$ cat src/rtl/apb_master_bridge_if.sv
// Request/response handshake plus the two-slave APB bus of the bridge.
// The master modport is the bridge side; the slave modport is the
// requester-plus-memories side seen by whatever drives the bridge.
interface apb_master_bridge_if #(
  parameter int ADD_WIDTH = 9,
  parameter int WIDTH     = 32
);
  // request side
  logic                   req_valid;
  logic                   req_ready;
  logic                   req_write;
  logic [ADD_WIDTH-1:0]   req_addr;
  logic [WIDTH-1:0]       req_wdata;
  logic [WIDTH/8-1:0]     req_strb;
  // response side
  logic                   rsp_valid;
  logic [WIDTH-1:0]       rsp_rdata;
  logic                   rsp_err;
  // APB bus to the two slaves
  logic                   Psel1;
  logic                   Psel2;
  logic                   Penable;
  logic                   Pwrite;
  logic [WIDTH/8-1:0]     Pstrb;
  logic [ADD_WIDTH-2:0]   Paddr;
  logic [WIDTH-1:0]       Pwdata;
  logic                   Pready1;
  logic                   Pready2;
  logic [WIDTH-1:0]       Prdata1;
  logic [WIDTH-1:0]       Prdata2;

  modport master (
    input  req_valid, req_write, req_addr, req_wdata, req_strb,
    input  Pready1, Pready2, Prdata1, Prdata2,
    output req_ready, rsp_valid, rsp_rdata, rsp_err,
    output Psel1, Psel2, Penable, Pwrite, Pstrb, Paddr, Pwdata
  );

  modport slave (
    output req_valid, req_write, req_addr, req_wdata, req_strb,
    output Pready1, Pready2, Prdata1, Prdata2,
    input  req_ready, rsp_valid, rsp_rdata, rsp_err,
    input  Psel1, Psel2, Penable, Pwrite, Pstrb, Paddr, Pwdata
  );
endinterface

$ cat src/rtl/apb_master_bridge.sv
// APB master bridge: turns one valid/ready request into an APB SETUP/ACCESS
// transfer on Slave 1 or Slave 2 (chosen by the address MSB), then returns a
// one-cycle response. Reads take an extra RDCAP cycle because the slaves
// register their read data on the completing ACCESS edge.
module apb_master_bridge #(
  parameter int ADD_WIDTH = 9,
  parameter int WIDTH     = 32,
  parameter int TIMEOUT   = 16
) (
  input  logic                Pclk,
  input  logic                Presetn,
  apb_master_bridge_if.master bus
);
  localparam int CW = (TIMEOUT > 0) ? $clog2(TIMEOUT + 1) : 1;
  // Abort fires on the edge that would see the TIMEOUT-th low Pready.
  localparam logic [CW-1:0] CNT_LAST = (TIMEOUT > 0) ? CW'(TIMEOUT - 1) : '0;

  typedef enum logic [1:0] {IDLE, SETUP, ACCESS, RDCAP} state_t;

  state_t        state;
  logic          sel2;      // latched slave select, survives into RDCAP
  logic [CW-1:0] wait_cnt;
  logic          rdy;

  // Only the addressed slave's ready is ever looked at.
  assign rdy = sel2 ? bus.Pready2 : bus.Pready1;

  // Acceptance is combinational so it is visible straight out of reset.
  assign bus.req_ready = (state == IDLE) && Presetn;

  // Transfer FSM; every bus and response output is a register.
  always_ff @(posedge Pclk or negedge Presetn) begin
    if (!Presetn) begin
      state         <= IDLE;
      sel2          <= 1'b0;
      wait_cnt      <= '0;
      bus.Psel1     <= 1'b0;
      bus.Psel2     <= 1'b0;
      bus.Penable   <= 1'b0;
      bus.Pwrite    <= 1'b0;
      bus.Pstrb     <= '0;
      bus.Paddr     <= '0;
      bus.Pwdata    <= '0;
      bus.rsp_valid <= 1'b0;
      bus.rsp_rdata <= '0;
      bus.rsp_err   <= 1'b0;
    end else begin
      // response is a single-cycle pulse; data/err are zero outside it
      bus.rsp_valid <= 1'b0;
      bus.rsp_rdata <= '0;
      bus.rsp_err   <= 1'b0;
      case (state)
        IDLE: begin
          if (bus.req_valid) begin
            sel2       <= bus.req_addr[ADD_WIDTH-1];
            wait_cnt   <= '0;
            bus.Psel1  <= ~bus.req_addr[ADD_WIDTH-1];
            bus.Psel2  <= bus.req_addr[ADD_WIDTH-1];
            bus.Penable<= 1'b0;
            bus.Pwrite <= bus.req_write;
            bus.Paddr  <= bus.req_addr[ADD_WIDTH-2:0];
            // reads drive zero data and strobes
            bus.Pwdata <= bus.req_write ? bus.req_wdata : '0;
            bus.Pstrb  <= bus.req_write ? bus.req_strb  : '0;
            state      <= SETUP;
          end
        end
        SETUP: begin
          bus.Penable <= 1'b1;
          state       <= ACCESS;
        end
        ACCESS: begin
          if (rdy || (TIMEOUT != 0 && wait_cnt == CNT_LAST)) begin
            bus.Psel1   <= 1'b0;
            bus.Psel2   <= 1'b0;
            bus.Penable <= 1'b0;
            bus.Pwrite  <= 1'b0;
            bus.Pstrb   <= '0;
            bus.Paddr   <= '0;
            bus.Pwdata  <= '0;
            if (!rdy) begin
              // timed out: error response, no data
              bus.rsp_valid <= 1'b1;
              bus.rsp_err   <= 1'b1;
              state         <= IDLE;
            end else if (bus.Pwrite) begin
              bus.rsp_valid <= 1'b1;
              state         <= IDLE;
            end else begin
              state <= RDCAP;
            end
          end else begin
            wait_cnt <= wait_cnt + CW'(1);
          end
        end
        RDCAP: begin
          bus.rsp_rdata <= sel2 ? bus.Prdata2 : bus.Prdata1;
          bus.rsp_valid <= 1'b1;
          state         <= IDLE;
        end
        default: state <= IDLE;
      endcase
    end
  end
endmodule

$ cat src/flat_wrapper.sv
// flat-port wrapper written by rule: the top's interface ports become plain ports
module apb_master_bridge_flat 
#(
  parameter int ADD_WIDTH = 9,
  parameter int WIDTH     = 32,
  parameter int TIMEOUT   = 16
)
  (Pclk, Presetn, bus_req_valid, bus_req_write, bus_req_addr, bus_req_wdata, bus_req_strb, bus_Pready1, bus_Pready2, bus_Prdata1, bus_Prdata2, bus_req_ready, bus_rsp_valid, bus_rsp_rdata, bus_rsp_err, bus_Psel1, bus_Psel2, bus_Penable, bus_Pwrite, bus_Pstrb, bus_Paddr, bus_Pwdata);
  apb_master_bridge_if #(.ADD_WIDTH(ADD_WIDTH), .WIDTH(WIDTH)) bus_i ();
  input  logic Pclk;
  input  logic Presetn;
  input wire logic [$bits(bus_i.req_valid)-1:0] bus_req_valid;
  input wire logic [$bits(bus_i.req_write)-1:0] bus_req_write;
  input wire logic [$bits(bus_i.req_addr)-1:0] bus_req_addr;
  input wire logic [$bits(bus_i.req_wdata)-1:0] bus_req_wdata;
  input wire logic [$bits(bus_i.req_strb)-1:0] bus_req_strb;
  input wire logic [$bits(bus_i.Pready1)-1:0] bus_Pready1;
  input wire logic [$bits(bus_i.Pready2)-1:0] bus_Pready2;
  input wire logic [$bits(bus_i.Prdata1)-1:0] bus_Prdata1;
  input wire logic [$bits(bus_i.Prdata2)-1:0] bus_Prdata2;
  output wire logic [$bits(bus_i.req_ready)-1:0] bus_req_ready;
  output wire logic [$bits(bus_i.rsp_valid)-1:0] bus_rsp_valid;
  output wire logic [$bits(bus_i.rsp_rdata)-1:0] bus_rsp_rdata;
  output wire logic [$bits(bus_i.rsp_err)-1:0] bus_rsp_err;
  output wire logic [$bits(bus_i.Psel1)-1:0] bus_Psel1;
  output wire logic [$bits(bus_i.Psel2)-1:0] bus_Psel2;
  output wire logic [$bits(bus_i.Penable)-1:0] bus_Penable;
  output wire logic [$bits(bus_i.Pwrite)-1:0] bus_Pwrite;
  output wire logic [$bits(bus_i.Pstrb)-1:0] bus_Pstrb;
  output wire logic [$bits(bus_i.Paddr)-1:0] bus_Paddr;
  output wire logic [$bits(bus_i.Pwdata)-1:0] bus_Pwdata;
  assign bus_i.req_valid = bus_req_valid;
  assign bus_i.req_write = bus_req_write;
  assign bus_i.req_addr = bus_req_addr;
  assign bus_i.req_wdata = bus_req_wdata;
  assign bus_i.req_strb = bus_req_strb;
  assign bus_i.Pready1 = bus_Pready1;
  assign bus_i.Pready2 = bus_Pready2;
  assign bus_i.Prdata1 = bus_Prdata1;
  assign bus_i.Prdata2 = bus_Prdata2;
  assign bus_req_ready = bus_i.req_ready;
  assign bus_rsp_valid = bus_i.rsp_valid;
  assign bus_rsp_rdata = bus_i.rsp_rdata;
  assign bus_rsp_err = bus_i.rsp_err;
  assign bus_Psel1 = bus_i.Psel1;
  assign bus_Psel2 = bus_i.Psel2;
  assign bus_Penable = bus_i.Penable;
  assign bus_Pwrite = bus_i.Pwrite;
  assign bus_Pstrb = bus_i.Pstrb;
  assign bus_Paddr = bus_i.Paddr;
  assign bus_Pwdata = bus_i.Pwdata;
  apb_master_bridge #(.ADD_WIDTH(ADD_WIDTH), .WIDTH(WIDTH), .TIMEOUT(TIMEOUT)) u_core (.Pclk(Pclk), .Presetn(Presetn), .bus(bus_i));
endmodule
$ cat config.mk
export PLATFORM = sky130hd
export DESIGN_NAME = apb_master_bridge_flat
export DESIGN_NICKNAME = d
export VERILOG_FILES = /design/src/rtl/apb_master_bridge_if.sv /design/src/rtl/apb_master_bridge.sv /design/src/flat_wrapper.sv
export SDC_FILE = /design/constraint.sdc
export NUM_CORES = 1
export LEC_CHECK = 0
export ABC_CLOCK_PERIOD_IN_PS = 4400
export CORE_MARGIN = 5
export CORE_UTILIZATION = 37
export CTS_BUF_LIST = sky130_fd_sc_hd__clkbuf_16
export CTS_CLUSTER_SIZE = 12
export DETAILED_ROUTE_END_ITERATION = 10
export PLACE_DENSITY = 0.74
export SETUP_SLACK_MARGIN = 0.15
export SYNTH_ARGS = -nofsm -noshare
export SYNTH_HDL_FRONTEND = slang
export SYNTH_SLANG_ARGS = --single-unit
$ cat constraint.sdc
create_clock -name Pclk -period 4.4 [get_ports Pclk]
set_input_delay 0.66 -clock Pclk [delete_from_list [all_inputs] [get_ports Pclk]]
set_output_delay 0.66 -clock Pclk [all_outputs]
set_load 0.1 [all_outputs]
# [After elaboration in Yosys (flattened, before gate mapping)]
# Index checks and enable logic that the tools add are counted.
[word_totals] regBits=90 out_inout_bits=83 mem_bits_rw=0 latchBits=0 memories=0 rom_bits=0 wordCells=70
[op_classes] reduce_logical=10 div_mod_pow=0 magnitude_cmp=0 n_addsub=1 bitwise_logic=1 n_eq_ne=7 multipliers=0 muxes=38 shift=0
[op_table] op="$mux W32" count=5
[op_table] op="$pmux W32 S2" count=1
[op_table] op="$mux W8" count=2
[op_table] op="$pmux W8 S2" count=1
[op_table] op="$mux W1" count=12
[op_table] op="$mux W4" count=3
[op_table] op="$mux W5" count=2
[op_table] op="$pmux W5 S2" count=1
[op_table] op="$reduce_and A3 Y1" count=3
[op_table] op="$mux W2" count=4
[op_table] op="$pmux W1 S2" count=4
[op_table] op="$pmux W2 S4" count=1
[op_table] op="$pmux W4 S2" count=1
[op_table] op="$add A5 B1 Y5 const B" count=1
[op_table] op="$eq A5 B4 Y1 const B" count=1
[op_table] op="$eq A2 B2 Y1 const B" count=2
[op_table] op="$ne A2 B2 Y1 const B" count=2
[op_table] op="$reduce_and A2 Y1" count=2
[op_table] op="$pmux W1 S3" count=1
[op_table] op="$reduce_bool A3 Y1" count=1
[op_table] op="$eq A2 B1 Y1 const B" count=1
[op_table] op="$logic_not A2 Y1" count=1
[op_table] op="$ne A2 B1 Y1 const B" count=1
[op_table] op="$reduce_bool A2 Y1" count=1
[op_table] op="3 further kinds" count=3

# [Depth between registers and ports, before layout]
# Gate-level depths: netlist of the first run.
[logic_depth] word_depth=4 mapped_depth=8

# [Worst setup path before layout of the first run]
# OpenSTA, ideal clock, no wires.
[synth_timing] path_kind="input to output" start="in Presetn" end="out bus_req_ready" cell_stages=1 arrival_ns=2.842 path_slack_ns=0.898 path_buffers=0 cell_sequence="nor3b_1"
[synth_between] elab_chain_len=1
[synth_rtl] item="start, declared" line_no="flat_wrapper.sv:11" text="input logic Presetn;"
[synth_rtl] item="$logic_and A1 B1 Y1" line_no="apb_master_bridge.sv:29" text="assign bus.req_ready = (state == IDLE) && Presetn;"
[synth_rtl] item="end, declared" line_no="flat_wrapper.sv:21" text="output wire logic [$bits(bus_i.req_ready)-1:0] bus_req_ready;"
# No other way between the ends.

# [Final worst setup path of the first run]
[layout_timing] start="reg u_core.bus.Psel2" end="out bus_Psel2"
[layout_rtl] item="start, declared" line_no="apb_master_bridge_if.sv:36" text="output Psel1, Psel2, Penable, Pwrite, Pstrb, Paddr, Pwdata"
[layout_rtl] item="start signal, assigned" line_no="apb_master_bridge.sv:58" text="bus.Psel2 <= bus.req_addr[ADD_WIDTH-1];"
[layout_rtl] item="end, declared" line_no="flat_wrapper.sv:26" text="output wire logic [$bits(bus_i.Psel2)-1:0] bus_Psel2;"
# No word-level cell between the ends.

==> metrics.md, run 1 <==
| Metric | Value |
|---|---|
| Status | `complete, no violations` |
| Clock Path Buffers | `2` |
| Largest family of logic cells by synthesized area | `simple AND/OR/NAND/NOR gates` |
| Area fraction of the dominant cell type after synthesis | `60.0%` |
| IR drop worst, VDD | `0.529 mV` |
| Die Span Y | `111 um` |
| Die Wd | `about 110 um` |
| First-pass GRT wire length | `18.5 mm` |
| Slew @ Worst Pin | `1.27 ns` |
| Routed len/inst | `between 15 and 20 um` |
| Total track usage | `about 18%` |
| Reg clk slew, reported paths | `0.06 ns` |
| Slowest Stage Delay on Critical Path | `1.17 ns` |
| Hold Crit Class | `in2async` |
| Post-synthesis mux area share | `9.94%` |
| Area Overhead vs Synth | `61.2%` |
| Pleak | `between 2 and 3 nW` |
| Primary FF master, synth | `dfrtp_1` |
| CTS tree | `built` |
| Row count | `36` |
| Final min period | `roughly 2.5 ns` |
| Final Skew | `0.00368 ns` |
| Slew Limit Fails | `0` |
| Area leader, netlist | `dfrtp_1` |
| Hold Fails Final Rpt | `0` |
| Worst setup EP type | `primary output` |
| Initial Util | `roughly two fifths` |
| Clock latency at the later pin of the worst-skew pair | `between 0.3 and 0.4 ns` |
| Post-route DRC violation count | `0` |
| Synth Area in XOR/XNOR | `0%` |
| Initial antenna violation count | `0` |
| Num ports | `198` |
| Crit-path leading delay family | `buffers and inverters` |
| Layout net count | `666` |
| Resized Gates After CTS | `0` |
| Die area | `between 0.01 and 0.015 mm2` |
| Number of distinct library cells after synthesis | `31` |
| Clock Sinks | `90` |
| Adder-Cell Fraction of Synth Area | `0.667%` |
| DR vias | `3,341` |
| Post-synthesis compound-gate area fraction | `approximately 8.2%` |
| Syn Area/Cell | `10.2 um2` |
| CP Data Required Time | `3.74 ns` |
| Crit Path Category | `reg2out` |
| HPWL after DPL | `8.19 mm` |
| Routed WL | `11.3 mm` |
| Post-synth EDFFs | `0` |
| Number of global-route vias before repair | `~3,400` |
| Crit path DAT | `approximately 1.9 ns` |
| Final setup viols | `0` |
| Worst-path fanout max | `2` |
| Fin Hold WS | `0.264 ns` |
| Num CTS Buffers | `9` |
| Max-cap violations | `0` |
| Slew headroom | `15.4%` |
| Pin count of the biggest net entering global routing | `60` |
| Post-Synth Simple-Gate Area | `17.3%` |
| Async set or reset register ratio after synthesis | `100%` |
| Port bufs | `roughly 200` |
| Post-CTS Setup Repair Bufs | `0` |
| WP buf/inv | `1` |
| Antenna diodes | `0` |
| H-tree Lvls | `3` |
| Hold-fix buffers at CTS | `0` |
| Layout cells sized above 1 | `3.79%` |
| RSZ-0062 raised after global routing | `false` |
| Design Area, Final | `0.00605 mm2` |
| GPL Wtd Cong | `~0.89` |
| Slowest CP cell | `clkdlybuf4s50_1` |
| Routed Antenna Nets | `0` |
| First drt pass iteration count | `4` |
| Worst-path cell chain | `clkdlybuf4s50_1` |
| Max frequency | `398 MHz` |
| Placed Area | `0.00579 mm2` |
| Synthesized area | `~0.0038 mm2` |
| Remaining Overflow, GRT | `0` |
| Total core area | `0.00982 mm2` |
| Flops & latches, synth | `90` |
| Syn. warnings | `0` |
| Fin crit share | `57.1%` |
| Cell Pwr Density | `859 mW/mm2` |
| Startpoint types | `register` |
| Synth top area cells | `dfrtp_1 (60%), mux2i_1 (9.3%), o21ai_1 (6.4%)` |
| Post-Synthesis Cells | `around 370` |
| Vias/cell | `4.86` |
| Clk root buf | `clkbuf_16` |
| Setup TNS | `0 ns` |
| Syn_nets | `484` |
| Iter 0 DRT Violations | `roughly 150` |
| Fill cells | `roughly 850` |
| Post-synthesis sequential area ratio | `60.0%` |
[flip-flops by register name, indices dropped and copies added (netlist names)]
name and flops:
u_core.bus.rsp_rdata 32, u_core.bus.Penable 1, u_core.bus.rsp_err 1, u_core.bus.Pwdata 32
u_core.bus.Pwrite 1, u_core.sel2 1, u_core.bus.Paddr 8, u_core.bus.Psel1 1
u_core.state 2, u_core.bus.Pstrb 4, u_core.bus.rsp_valid 1, u_core.wait_cnt 5
u_core.bus.Psel2 1
[routing by layer]
metal | GRT usage, % | routed length, um | part of all wire (%)
met5 | 0 | 0 | 0
met4 | 6.16 | 191 | 1.7
met3 | 5.40 | 863 | 7.7
met2 | 27.9 | 5180 | 46
met1 | 25.1 | 5030 | 45
[synthesized netlist by cell type (2+ instances only)]
cell type,count
dfrtp_1,90
nand2b_1,3
buf_2,12
ha_1,2
buf_4,2
nor3b_1,3
nor2_1,34
or3b_1,2
nand3_1,38
clkbuf_1,11
inv_1,4
o21ai_1,48
mux2i_1,35
nand2_1,63
buf_1,4
[stage by stage]
step	std cells	util [%]	setup WS [ns]	power (mW)
4_1_cts	687	61.6	1.87	5.24
5_1_grt	687	61.6	1.70	5.41
2_1_floorplan	367	-	0.898	3.75
6_report	687	61.6	1.89	5.20
3_3_place_gp	671	59.0	1.63	4.53
3_5_place_dp	671	59.0	1.58	4.57
[worst reg2reg max path, cell delays in order (launching register included)]
cell and delay [ns]:
dfrtp_1 0.40, ha_1 0.22, and3_1 0.18, ha_1 0.20, inv_1 0.11, a21oi_4 0.98, o21ai_1 0.19
[kinds of logic (layout without fill, tap and decap cells)]
kind of cell | count (synthesis) | after routing
buf+inv | 33 | 220
mux | 37 | 37
compound gates | 57 | 57
simple gates | 148 | 148
fa+ha+maj | 2 | 2
flops | 90 | 90
[final cells by class]
type	count	area, um2	share of cell area [%]
Clock buffer	9	225	3.72
Clock inverter	7	28.8	0.476
Timing Repair Buffer	200	1990	32.9
Multi-Input combinational cell	244	1370	22.7
Inverter	4	15.0	0.248
Tap cell	133	166	2.75
Sequential cell	90	2250	37.3
[cell usage in the layout (no fill, tap or decap)]
cell type | Yosys | routed
a21oi_4 | 0 | 1
a31o_1 | 1 | 1
a31oi_1 | 1 | 1
and3_1 | 1 | 1
buf_4 | 2 | 5
clkbuf_16 | 0 | 9
clkdlybuf4s50_1 | 0 | 195
clkinv_1 | 0 | 3
clkinv_2 | 0 | 2
dfrtp_1 | 90 | 89
dfrtp_2 | 0 | 1
ha_1 | 2 | 2
inv_1 | 4 | 6
mux2_1 | 1 | 1
mux2_2 | 1 | 1
mux2i_1 | 35 | 35
nand2_1 | 63 | 63
nand2b_1 | 3 | 3
nand3_1 | 38 | 38
nor2_1 | 34 | 34
nor2b_1 | 1 | 1
nor3_1 | 1 | 1
nor3b_1 | 3 | 2
nor3b_2 | 0 | 1
o211ai_1 | 1 | 1
o21a_1 | 1 | 1
o21ai_1 | 48 | 48
o221ai_1 | 1 | 1
o22ai_1 | 1 | 1
o31ai_1 | 1 | 1
o41ai_1 | 1 | 1
or3b_1 | 2 | 1
or3b_2 | 0 | 1
or4_1 | 1 | 1
or4bb_1 | 1 | 1
[final timing paths]
check / cells after the start / slack [ns] / end / from
worst max-delay path: 1 / 1.89 / bus_Psel2 / u_core.bus.Psel2$_DFFE_PN0P_
worst min-delay path: 1 / 0.26 / u_core.bus.rsp_rdata[31]$_DFF_PN0_ / Presetn
worst max register to register: 6 / 1.96 / u_core.bus.Pwdata[25]$_DFFE_PN0P_ / u_core.wait_cnt[0]$_DFFE_PN0P_
worst min register to register: 1 / 0.51 / u_core.wait_cnt[4]$_DFFE_PN0P_ / u_core.wait_cnt[4]$_DFFE_PN0P_
max in group asynchronous: 2 / 3.04 / u_core.sel2$_DFFE_PN0P_ / Presetn
min in group Pclk: 1 / 0.51 / u_core.wait_cnt[4]$_DFFE_PN0P_ / u_core.wait_cnt[4]$_DFFE_PN0P_
[power breakdown]
| part | internal, mW | switching [mW] | leakage, nW |
|---|---|---|---|
| Clock | 0.371 | 0.293 | 0.134 |
| Combinational | 0.754 | 2.51 | 1.27 |
| Sequential | 1.10 | 0.165 | 1.20 |
| Total | 2.23 | 2.97 | 2.61 |
Power figures use the tool's default switching activity.
==> run 2, diff against run 1 <==
--- a/config.mk
+++ b/config.mk
@@ -5,13 +5,13 @@
 export SDC_FILE = /design/constraint.sdc
 export NUM_CORES = 1
 export LEC_CHECK = 0
-export ABC_CLOCK_PERIOD_IN_PS = 4400
+export ABC_CLOCK_PERIOD_IN_PS = 2200
 export CORE_MARGIN = 5
-export CORE_UTILIZATION = 37
+export CORE_UTILIZATION = 36
 export CTS_BUF_LIST = sky130_fd_sc_hd__clkbuf_16
 export CTS_CLUSTER_SIZE = 12
 export DETAILED_ROUTE_END_ITERATION = 10
-export PLACE_DENSITY = 0.74
+export PLACE_DENSITY = 0.75
 export SETUP_SLACK_MARGIN = 0.15
 export SYNTH_ARGS = -nofsm -noshare
 export SYNTH_HDL_FRONTEND = slang
==> constraint.sdc (replaced) <==
create_clock -name Pclk -period 2.2 [get_ports Pclk]
set_input_delay 0.33 -clock Pclk [delete_from_list [all_inputs] [get_ports Pclk]]
set_output_delay 0.33 -clock Pclk [all_outputs]
set_load 0.1 [all_outputs]
==> metrics.md, run 2 (synthesis results as in run 1) <==
| Metric | Value |
|---|---|
| H-tree Lvls | `3` |
| Gr busiest metal | `met2` |
| Die area | `0.0126 mm2` |
| Initial antenna violation count | `0` |
| Pre-CTS setup slack | `-0.0501 ns` |
| GR Layer Usage met3 | `6.95%` |
| Worst setup EP type | `register` |
| Setup ws final | `between 0.2 and 0.25 ns` |
| Largest regs | `u_core.bus.Pwdata x32, u_core.bus.rsp_rdata x32, u_core.bus.Paddr x8` |
| Internal | `4.80 mW` |
| Clock power frac | `16.1%` |
| Slew @ Worst Pin | `~0.51 ns` |
| Switching Share | `55.8%` |
| Vias/cell | `4.92` |
| Status | `complete, no violations` |
| Routed Antenna Nets | `0` |
| Total chip power | `10.9 mW` |
| Fin cells | `701` |
| Total core area | `0.0102 mm2` |
| Initial Util | `a little under two fifths` |
| Pleak | `2.85 nW` |
| Hold Crit Class | `in2async` |
| Fin util | `59.9%` |
| Die Wd | `112 um` |
| Reg2Reg Depth | `6` |
| Post-route DRC violation count | `0` |
| Commonest non-fill, non-tap cell in the layout | `clkdlybuf4s50_1` |
| Slew headroom | `66.2%` |
| Startpoint types | `register` |
| Remaining Overflow, GRT | `0` |
| Final Skew | `0.00508 ns` |
| Clock Path Buffers | `2` |
| Design Area, Final | `between 0.006 and 0.007 mm2` |
| Grt met2 use | `29.7%` |
| Fin crit share | `89.4%` |
| Combinational share of power | `60.3%` |
| Part of the power in registers | `about a quarter` |
| Worst reg2reg setup slack | `0.23 ns` |
| Slew Limit Fails | `0` |
| HPWL after DPL | `~8.5 mm` |
| Layout cells sized above 1 | `21.9%` |
| Reg clk slew, reported paths | `0.06 ns` |
| DR vias | `3,447` |
| Crit Path Category | `reg2reg` |
| Routed WL | `between 10 and 15 mm` |
| Max-cap violations | `0` |
| Crit path DAT | `2.22 ns` |
| GPL Wtd Cong | `0.885` |
| Met1 Track Usage GR | `23.6%` |
| Setup TNS | `0 ns` |
| Most frequent cells in the layout | `clkdlybuf4s50_1 (113), buf_4 (93), dfrtp_1 (89), nand2_1 (63), o21ai_1 (47)` |
| Worst-path fanout max | `4` |
| Clk root buf | `clkbuf_16` |
| Num CTS Buffers | `9` |
| Die Span Y | `112 um` |
| Placed Area | `0.00572 mm2` |
| Pin count of the biggest net entering global routing | `91` |
| Max frequency | `509 MHz` |
| Number of global-route vias before repair | `3,626` |
| Final min period | `just under 2 ns` |
| CP Data Required Time | `2.45 ns` |
| IR drop worst, VDD | `around 1.3 mV` |
| Clock Sinks | `90` |
| Total track usage | `a little under a fifth` |
| Final setup viols | `0` |
| Layout net count | `677` |
| Routed len/inst | `16.8 um` |
| Fin Hold WS | `roughly 0.055 ns` |
| Antenna diodes | `0` |
| Net switching power | `6.07 mW` |
| Hold Fails Final Rpt | `0` |
| Area Overhead vs Synth | `63.3%` |
| Cell Pwr Density | `around 1800 mW/mm2` |
| Clock latency at the later pin of the worst-skew pair | `around 0.33 ns` |
| First-pass GRT wire length | `about 19 mm` |
| RSZ-0062 raised after global routing | `false` |
| Placed insts | `681` |
| Port bufs | `197` |
| Num ports | `198` |
| Worst reg2reg startpoint | `u_core.wait_cnt[0]$_DFFE_PN0P_` |
| Iter 0 DRT Violations | `143` |
| CTS tree | `built` |
| Row count | `37` |
| Reg-to-Reg End | `u_core.wait_cnt[3]$_DFFE_PN0P_` |
| First drt pass iteration count | `5` |
| Hold-fix buffers at CTS | `0` |
-- run 2: worst max-delay path by stage --
stage,from,to,slack [ns],cells after the start
after detailed placement,u_core.wait_cnt[0]$_DFFE_PN0P_,u_core.wait_cnt[4]$_DFFE_PN0P_,-0.05,6
after floorplan,u_core.wait_cnt[0]$_DFFE_PN0P_,u_core.wait_cnt[4]$_DFFE_PN0P_,0.16,6
after global placement,u_core.wait_cnt[0]$_DFFE_PN0P_,u_core.wait_cnt[4]$_DFFE_PN0P_,0.09,6
after CTS,u_core.wait_cnt[0]$_DFFE_PN0P_,u_core.wait_cnt[3]$_DFFE_PN0P_,0.18,6
final,u_core.wait_cnt[0]$_DFFE_PN0P_,u_core.wait_cnt[3]$_DFFE_PN0P_,0.23,6
after global routing,u_core.wait_cnt[0]$_DFFE_PN0P_,u_core.wait_cnt[3]$_DFFE_PN0P_,0.16,6
-- run 2: layout make-up --
cell class,count,area (um2)
clock buffers,9,225
clock inverters,7,118
fillers,862,4110
inverters,4,15.0
multi-input cells,244,1420
flip-flops and latches,90,2250
well taps,136,170
repair buffers,211,1930
-- run 2: power by group through the flow --
stage	registers, mW	logic [mW]	clock network [mW]
final	2.57	6.55	1.75
after global routing	2.65	6.82	1.86
after CTS	2.57	6.58	1.79
after detailed placement	2.59	6.53	0
after global placement	2.57	6.47	0
after floorplan	6.23	1.28	0
-- run 2: repair_timing --
item	4_1_cts	5_1_grt
gates cloned	0	0
gates resized for setup	4	3
endpoints found under the setup margin	2	2
buffers inserted	3	1
pin swaps	1	2
-- run 2: critical path, cell delays in order, from the launching register on --
cell	delay, ns
dfrtp_1	0.38
ha_2	0.20
and3_4	0.19
ha_4	0.16
or3b_4	0.40
or4_1	0.47
o221ai_1	0.08
-- run 2: metal layers --
layer | wire length, um | vias up
met4 | 156 | 0
li1 | - | 1620
met3 | 1310 | 17
met1 | 4810 | 1633
met5 | 0 | -
met2 | 5480 | 177
